`src/rtl/mem_arbiter.sv`:
```
// Round-robin arbiter sharing a single memory port between NUM_REQ requesters.
// One access in flight at a time; each access ends in a response, or in an error on timeout.
module mem_arbiter #(
    parameter int unsigned ADDR_WIDTH  = 8,
    parameter int unsigned DATA_WIDTH  = 32,
    parameter int unsigned MEM_SIZE    = 16,
    parameter int unsigned NUM_REQ     = 4,
    parameter int unsigned TIMEOUT_CYC = 16
) (
    input  logic                          i_clk,
    input  logic                          i_reset,
    input  logic [NUM_REQ-1:0]            i_req_valid,
    input  logic [NUM_REQ-1:0]            i_req_wr,
    input  logic [NUM_REQ*ADDR_WIDTH-1:0] i_req_addr,
    input  logic [NUM_REQ*DATA_WIDTH-1:0] i_req_wdata,
    output logic [NUM_REQ-1:0]            o_req_ready,
    output logic [NUM_REQ-1:0]            o_rsp_valid,
    output logic [DATA_WIDTH-1:0]         o_rsp_rdata,
    output logic                          o_rsp_err,
    output logic                          o_mem_wr,
    output logic [ADDR_WIDTH-1:0]         o_mem_addr,
    output logic [DATA_WIDTH-1:0]         o_mem_wdata,
    input  logic [DATA_WIDTH-1:0]         i_mem_rdata,
    input  logic                          i_mem_rsp
);

    localparam int unsigned GW = $clog2(NUM_REQ);
    localparam int unsigned CW = $clog2(TIMEOUT_CYC) + 1;

    typedef enum logic [1:0] {StIdle, StAccess, StResp} state_e;

    state_e                r_state;
    state_e                w_state_d;
    logic [GW-1:0]         r_last;
    logic [GW-1:0]         r_grant;
    logic                  r_wr;
    logic [CW-1:0]         r_cnt;
    logic [ADDR_WIDTH-1:0] r_mem_addr;
    logic [DATA_WIDTH-1:0] r_mem_wdata;
    logic [DATA_WIDTH-1:0] r_rsp_rdata;
    logic                  r_rsp_err;

    logic                  w_found;
    logic [GW-1:0]         w_gnt;
    logic [GW-1:0]         w_idx;
    logic                  w_req_wr;
    logic [ADDR_WIDTH-1:0] w_req_addr;
    logic [DATA_WIDTH-1:0] w_req_wdata;
    logic                  w_in_range;
    logic                  w_timeout;
    logic                  w_accept;

    // Search starts one past the last grant and wraps, so the last winner has lowest priority.
    always_comb begin
        w_found = 1'b0;
        w_gnt   = '0;
        w_idx   = '0;
        for (int i = 1; i <= int'(NUM_REQ); i++) begin
            w_idx = GW'((32'(r_last) + 32'(i)) % NUM_REQ);
            if (!w_found && i_req_valid[w_idx]) begin
                w_found = 1'b1;
                w_gnt   = w_idx;
            end
        end
    end

    assign w_req_wr    = i_req_wr[w_gnt];
    assign w_req_addr  = i_req_addr[w_gnt*ADDR_WIDTH +: ADDR_WIDTH];
    assign w_req_wdata = i_req_wdata[w_gnt*DATA_WIDTH +: DATA_WIDTH];
    assign w_in_range  = (32'(w_req_addr) < MEM_SIZE);
    assign w_timeout   = (r_cnt == CW'(TIMEOUT_CYC - 1));
    assign w_accept    = (r_state == StIdle) && w_found && !i_reset;

    always_comb begin
        w_state_d = r_state;
        unique case (r_state)
            StIdle: begin
                if (w_found) begin
                    w_state_d = w_in_range ? StAccess : StResp;
                end
            end
            StAccess: begin
                if (i_mem_rsp || w_timeout) begin
                    w_state_d = StResp;
                end
            end
            StResp:  w_state_d = StIdle;
            default: w_state_d = StIdle;
        endcase
    end

    always_ff @(posedge i_clk) begin
        if (i_reset) begin
            r_state <= StIdle;
        end else begin
            r_state <= w_state_d;
        end
    end

    always_ff @(posedge i_clk) begin
        if (i_reset) begin
            r_last      <= GW'(NUM_REQ - 1);
            r_grant     <= '0;
            r_wr        <= 1'b0;
            r_cnt       <= '0;
            r_mem_addr  <= '0;
            r_mem_wdata <= '0;
            r_rsp_rdata <= '0;
            r_rsp_err   <= 1'b0;
        end else begin
            case (r_state)
                StIdle: begin
                    if (w_found) begin
                        r_grant <= w_gnt;
                        r_last  <= w_gnt;
                        r_wr    <= w_req_wr;
                        r_cnt   <= '0;
                        // Out-of-range requests never reach the memory port, which keeps its old value.
                        if (w_in_range) begin
                            r_mem_addr  <= w_req_addr;
                            r_mem_wdata <= w_req_wdata;
                        end else begin
                            r_rsp_rdata <= '0;
                            r_rsp_err   <= 1'b1;
                        end
                    end
                end
                StAccess: begin
                    r_cnt <= r_cnt + 1'b1;
                    if (i_mem_rsp) begin
                        r_rsp_rdata <= r_wr ? '0 : i_mem_rdata;
                        r_rsp_err   <= 1'b0;
                    end else if (w_timeout) begin
                        r_rsp_rdata <= '0;
                        r_rsp_err   <= 1'b1;
                    end
                end
                default: ;
            endcase
        end
    end

    assign o_req_ready = w_accept ? (NUM_REQ'(1) << w_gnt) : '0;
    assign o_rsp_valid = (r_state == StResp) ? (NUM_REQ'(1) << r_grant) : '0;
    assign o_rsp_rdata = r_rsp_rdata;
    assign o_rsp_err   = r_rsp_err;
    assign o_mem_wr    = (r_state == StAccess) && r_wr;
    assign o_mem_addr  = r_mem_addr;
    assign o_mem_wdata = r_mem_wdata;

endmodule

```
`config.mk`:
```
export PLATFORM = sky130hd
export DESIGN_NAME = mem_arbiter
export DESIGN_NICKNAME = d
export VERILOG_FILES = /design/src/rtl/mem_arbiter.sv
export SDC_FILE = /design/constraint.sdc
export NUM_CORES = 1
export LEC_CHECK = 0
export CAP_MARGIN = 15
export CORE_MARGIN = 2
export CORE_UTILIZATION = 30
export DETAILED_ROUTE_END_ITERATION = 8
export GPL_ROUTABILITY_DRIVEN = 1
export HOLD_SLACK_MARGIN = 0.08
export PLACE_DENSITY = 0.79
export SYNTH_ARGS = -nofsm -noshare
export SYNTH_HDL_FRONTEND = slang
export SYNTH_SLANG_ARGS = --single-unit
export TNS_END_PERCENT = 50
```
`constraint.sdc`:
```
create_clock -name i_clk -period 2.93 [get_ports i_clk]
set_input_delay 0.586 -clock i_clk [delete_from_list [all_inputs] [get_ports i_clk]]
set_output_delay 0.586 -clock i_clk [all_outputs]
set_load 0.01 [all_outputs]
```
---- Word-level counts from Yosys, hierarchy flattened ----
Index checks and enable logic that the tools add are counted.
storage, ports and cells
  register bits after elaboration ......... 85
  input port bits ......................... 203
  logic and storage cells ................. 86
operators by class
  add/subtract/negate cells ............... 5
  $lt $le $gt $ge ......................... 6
  eq/ne operators ......................... 7
  shift-type cells ........................ 4
  muxes and demuxes ....................... 37
  reductions and logical operators ........ 18
operator list
  kind                   number
  $mux W32               5
  $shiftx A128 B8 Y32    1
  $pmux W32 S2           1
  $shiftx A32 B6 Y8      1
  $lt A2 B3 Y1 const B   5
  $mux W2                7
  $mux W1                13
  $bmux W1 S2            5
  $pmux W5 S2            1
  $lt A8 B5 Y1 const B   1
  $mux W4                2
  $shl A1 B2 Y4 const A  2
  $logic_and A1 B1 Y1    6
  $ne A2 B2 Y1 const B   3
  $reduce_and A2 Y1      3
  $add A5 B1 Y5 const B  1
  $eq A5 B4 Y1 const B   1
  $mux W5                1
  $add A2 B1 Y2 const B  2
  $add A2 B2 Y2 const B  2
  $logic_not A1 Y1       4
  $pmux W2 S2            1
  $reduce_and A4 Y1      1
  $ne A3 B3 Y1 const B   1
  7 further kinds        7

---- Longest topological paths before layout ----
  depth in word-level cells ............... 18
  depth in mapped cells ................... 9

---- Worst setup path after synthesis ----
No wires, ideal clock.
  path kind ............................... input to output
  from .................................... in i_req_valid[0]
  to ...................................... out o_req_ready[3]
  arrival time ............................ 1959 ps
  data required time ...................... 2344 ps
  setup slack ............................. 385 ps
  cell stages on the path ................. 7
  path through ............................ buf_2 > or2_1 > a21oi_1 > or2_1 > buf_2 > buf_1 > and3_1
on the way
  cells in the longest elaborated chain, start to end .. 15
  elaborated cells between the ends (all ways) .. 26
  those cells by class .................... shift: 1; mux: 17; reduce/logical: 8
ends and longest elaborated chain
  element                            RTL line  RTL
  start: declaration                 12        input logic [NUM_REQ-1:0] i_req_valid,
  $bmux W1 S2                        60        if (!w_found && i_req_valid[w_idx]) begin
  $mux W1 (implied by the code)      60
  $mux W1                            60
  $logic_not A1 Y1                   60
  $logic_and A1 B1 Y1                60
  $mux W1                            60
  $logic_not A1 Y1                   60
  $logic_and A1 B1 Y1                60
  $mux W1                            60
  $logic_not A1 Y1                   60
  $logic_and A1 B1 Y1                60
  $mux W1                            60
  $logic_and A1 B1 Y1 (2 in series)  72        assign w_accept = (r_state == StIdle) && w_found && !i_reset;
  $mux W4 *                          143       assign o_req_ready = w_accept ? (NUM_REQ'(1) << w_gnt) : '0;
  end: declaration                   16        output logic [NUM_REQ-1:0] o_req_ready,
Mark *: on every way between the ends. The rest lies on a longest branch, timed or not. The select of a mux whose other input is x is not followed.

---- Worst setup path in the final report ----
  from .................................... in i_req_valid[3]
  to ...................................... out o_req_ready[2]
The elaborated chain is that of the path after synthesis.

==> results.md <==
* CTS clk-pin slew, worst paths at 0.06 ns
* Mux cell area share after synthesis at 0%
* Share of cells above drive strength 1 at 13.1%
* Minimum clock period at 2.84 ns
* Main combinational cell family by area after synthesis: compound AO/OA/AOI/OAI gates
* Clk_lat worst skew at 0.33 ns
* Post-synthesis net count at 660
* Initial Util at 30.5%
* Die area at 15700 µm²
* RSZ-0062 raised after global routing: no
* PwrDens at 523 nW/µm²
* Reg2reg setup slack at 0.61 ns
* Fillcell total at 1266
* Post-synthesis sequential area ratio at 38.5%
* CTS H-tree lvls at 3
* Critical path class: in -> out
* Buf/Inv on CP at 2
* WP data arrival at 2.25 ns
* Slew HR at 51.0%
* Final Wtd Congestion at 0.856
* Post-synth top flop: dfxtp_1
* Vias at 4920
* Clock sink count at 85
* Vias in the first global route at 5093
* Fin crit share at 96.8%
* Port bufs at 284
* Syn_area_per_cell at 9.70 µm²
* Worst IR drop on VDD at 0.249 mV
* Max Cap Viol at 0
* Fin. max-slew vios at 0
* Synth Area in XOR/XNOR at 0.198%
* Cts hold-fix bufs at 0
* Final hold violation count at 0
* Synth Area in Adders at 0.567%
* First-pass GRT wire length at 26500 µm
* Min-Delay Path Class: reg -> reg
* Cell family with most CP delay: simple AND/OR/NAND/NOR gates
* Most numerous cell on the critical path: nor2_4
* TritonCTS clock tree: built
* Die width at 125 µm
* Final Skew at 0.00596 ns
* Cts bufs inserted at 9
* Asr flop ratio synth at 0%
* Worst-path maximum fanout at 4
* Vias/cell at 5.35
* Reg2reg start: r_last[1]
* Startpoint Class: input port
* Status: finished clean
* Fin nets at 935
* Synth Area in Compound Gates at 39.8%
* Commonest non-fill, non-tap cells in the layout: clkdlybuf4s50_1, dfxtp_1, inv_1
* Synth unique cells at 57
* GRT Util Overall at 20.7%
* IO Count at 285
* Remaining antenna violation count at 0
* Clock Tree Root: clkbuf_16
* CTS Buffer Depth at 2
* EDFF count, synth at 0
* DRT iter0 DRCs at 273
* F_max at 352 MHz
* FP Rows at 44
* Antenna violations before repair at 0
* Worst Setup EP: o_req_ready[2]
* Commonest non-fill, non-tap cell in the layout: clkdlybuf4s50_1
* Total power at 0.00409 W
* Synth Instances at 455
* Area growth, synth to finish at 77.0%
* Largest net degree at the start of global routing at 48
* Final HPWL DP at 12800 µm
* Overall die height at 125 µm
* CP startpoint: i_req_valid[3]
* Final WL at 16800 µm
* Final setup vio count at 0
* Final hold slack at 0.463 ns
* CP cell instances: clkdlybuf4s50_1 > or3_4 > nor2_4 > or2_4 > nor2_4 > and3_1 > dlygate4sd2_1
* Pre-antenna DRT Iters at 5
* FF+latch count, synth at 85
* CP Depth at 7
* Total grt overflow at 0
* Peak per-stage delay on the critical path at 0.43 ns
* Slowest CP cell: clkdlybuf4s50_1
* Placeable core region at 14500 µm²
* Syn. warnings at 0
* Area of the mapped netlist at 4410 µm²
* Worst setup EP type: output pin
* FF-to-FF End: o_mem_wdata[21]
* Leakage power at 2.85 nW
* DRC at 0
* Simple-gate share of the synthesized area at 11.6%
* Antenna cells at 0
* Worst-case reg-to-reg path depth at 8
* Worst-Margin Slew at 0.735 ns
* CP required at 2.34 ns
* DR WL/cell at 18.2 µm
## cell families (layout without fill, tap and decap cells)
logic type | after synthesis | after routing
compound gates | 180 | 180
xor+xnor | 1 | 1
fa+ha+maj | 2 | 2
buf+inv | 93 | 373
flops | 85 | 85
simple gates | 94 | 94
## worst register-to-register path: cells and delay by family, from the launching register on
kind	cells	cell delay [ns]
AO/OA/AOI/OAI	4	0.78
AND/OR/NAND/NOR	2	0.51
buffers and inverters	2	0.35
flip-flops	1	0.57
## where the power goes
| part | total [W] | internal, W | switching (W) |
|---|---|---|---|
| clock network | 0.00110 | 0.000630 | 0.000474 |
| registers | 0.00136 | 0.00127 | 0.0000890 |
| logic | 0.00163 | 0.000855 | 0.000771 |
| total | 0.00409 | 0.00276 | 0.00133 |
## synthesized netlist by cell type (3+ instances only)
master | n | share of area, %
a211oi_2 | 36 | 10
a21oi_1 | 9 | 1.0
a221o_1 | 36 | 8.2
a22o_1 | 38 | 7.5
a32o_1 | 32 | 7.3
and3_1 | 9 | 1.3
buf_1 | 3 | 0.26
buf_2 | 14 | 1.6
buf_6 | 5 | 1.3
clkbuf_1 | 26 | 2.2
dfxtp_1 | 85 | 39
inv_1 | 42 | 3.6
nand2_1 | 8 | 0.68
nand2b_1 | 3 | 0.43
nor2_1 | 13 | 1.1
nor2b_1 | 3 | 0.43
nor3_1 | 39 | 4.4
or2_1 | 3 | 0.43
## layout make-up
type                            count  area [µm²]  area share (%)
Timing Repair Buffer              314        3090            39.6
Multi-Input combinational cell    277        2330            29.9
Sequential cell                    85        1700            21.8
Clock buffer                       11         253            3.23
Tap cell                          184         230            2.95
Inverter                           43         161            2.07
Clock inverter                      5        42.5           0.544
## through the flow
step | instances | setup WS (ns) | instance area [µm²] | TNS, ns | util [%]
CTS | 919 | 0.0222 | 7820 | 0 | 54.0
finish | 919 | 0.0929 | 7810 | 0 | 54.0
global route | 919 | 0.0341 | 7810 | 0 | 54.0
global placement | 902 | -0.444 | 7500 | -1.80 | 51.8
floorplan | 455 | 0.385 | 4410 | 0 | -
detailed placement | 902 | -0.449 | 7500 | -2.88 | 51.8
## sequential cells by signal, summed over array words and instances (netlist names)
| signal | count |
|---|---|
| r_wr | 1 |
| r_grant | 2 |
| o_mem_addr | 8 |
| r_state | 2 |
| r_last | 2 |
| o_rsp_rdata | 32 |
| r_cnt | 5 |
| o_rsp_err | 1 |
| o_mem_wdata | 32 |
## layer usage
| layer | global-route usage [%] | vias to the layer above | share of wire, % |
|---|---|---|---|
| li1 | - | 2325 | - |
| met5 | 0 | - | 0 |
| met2 | 37.3 | 217 | 52 |
| met1 | 24.6 | 2350 | 40 |
| met4 | 6.34 | 0 | 1.9 |
| met3 | 4.54 | 28 | 6.6 |
## worst min-delay path by stage
stage                               start              end  slack (ns)  cells after the start
after detailed placement  o_mem_wdata[18]  o_mem_wdata[18]        0.46                      2
after floorplan                  r_cnt[4]         r_cnt[4]        0.46                      2
after CTS                 o_mem_wdata[18]  o_mem_wdata[18]        0.47                      2
final                     o_mem_wdata[13]  o_mem_wdata[13]        0.46                      2
after global routing      o_mem_wdata[11]  o_mem_wdata[11]        0.48                      2
after global placement     o_mem_wdata[2]   o_mem_wdata[2]        0.45                      2
## what timing repair did
item,in CTS,in global routing
setup buffers,1,0
pin swaps,1,0
gates resized for setup,10,2
hold endpoints to repair,0,0
setup endpoints to repair,4,2
cloned,0,0
Power figures use the tool's default switching activity.
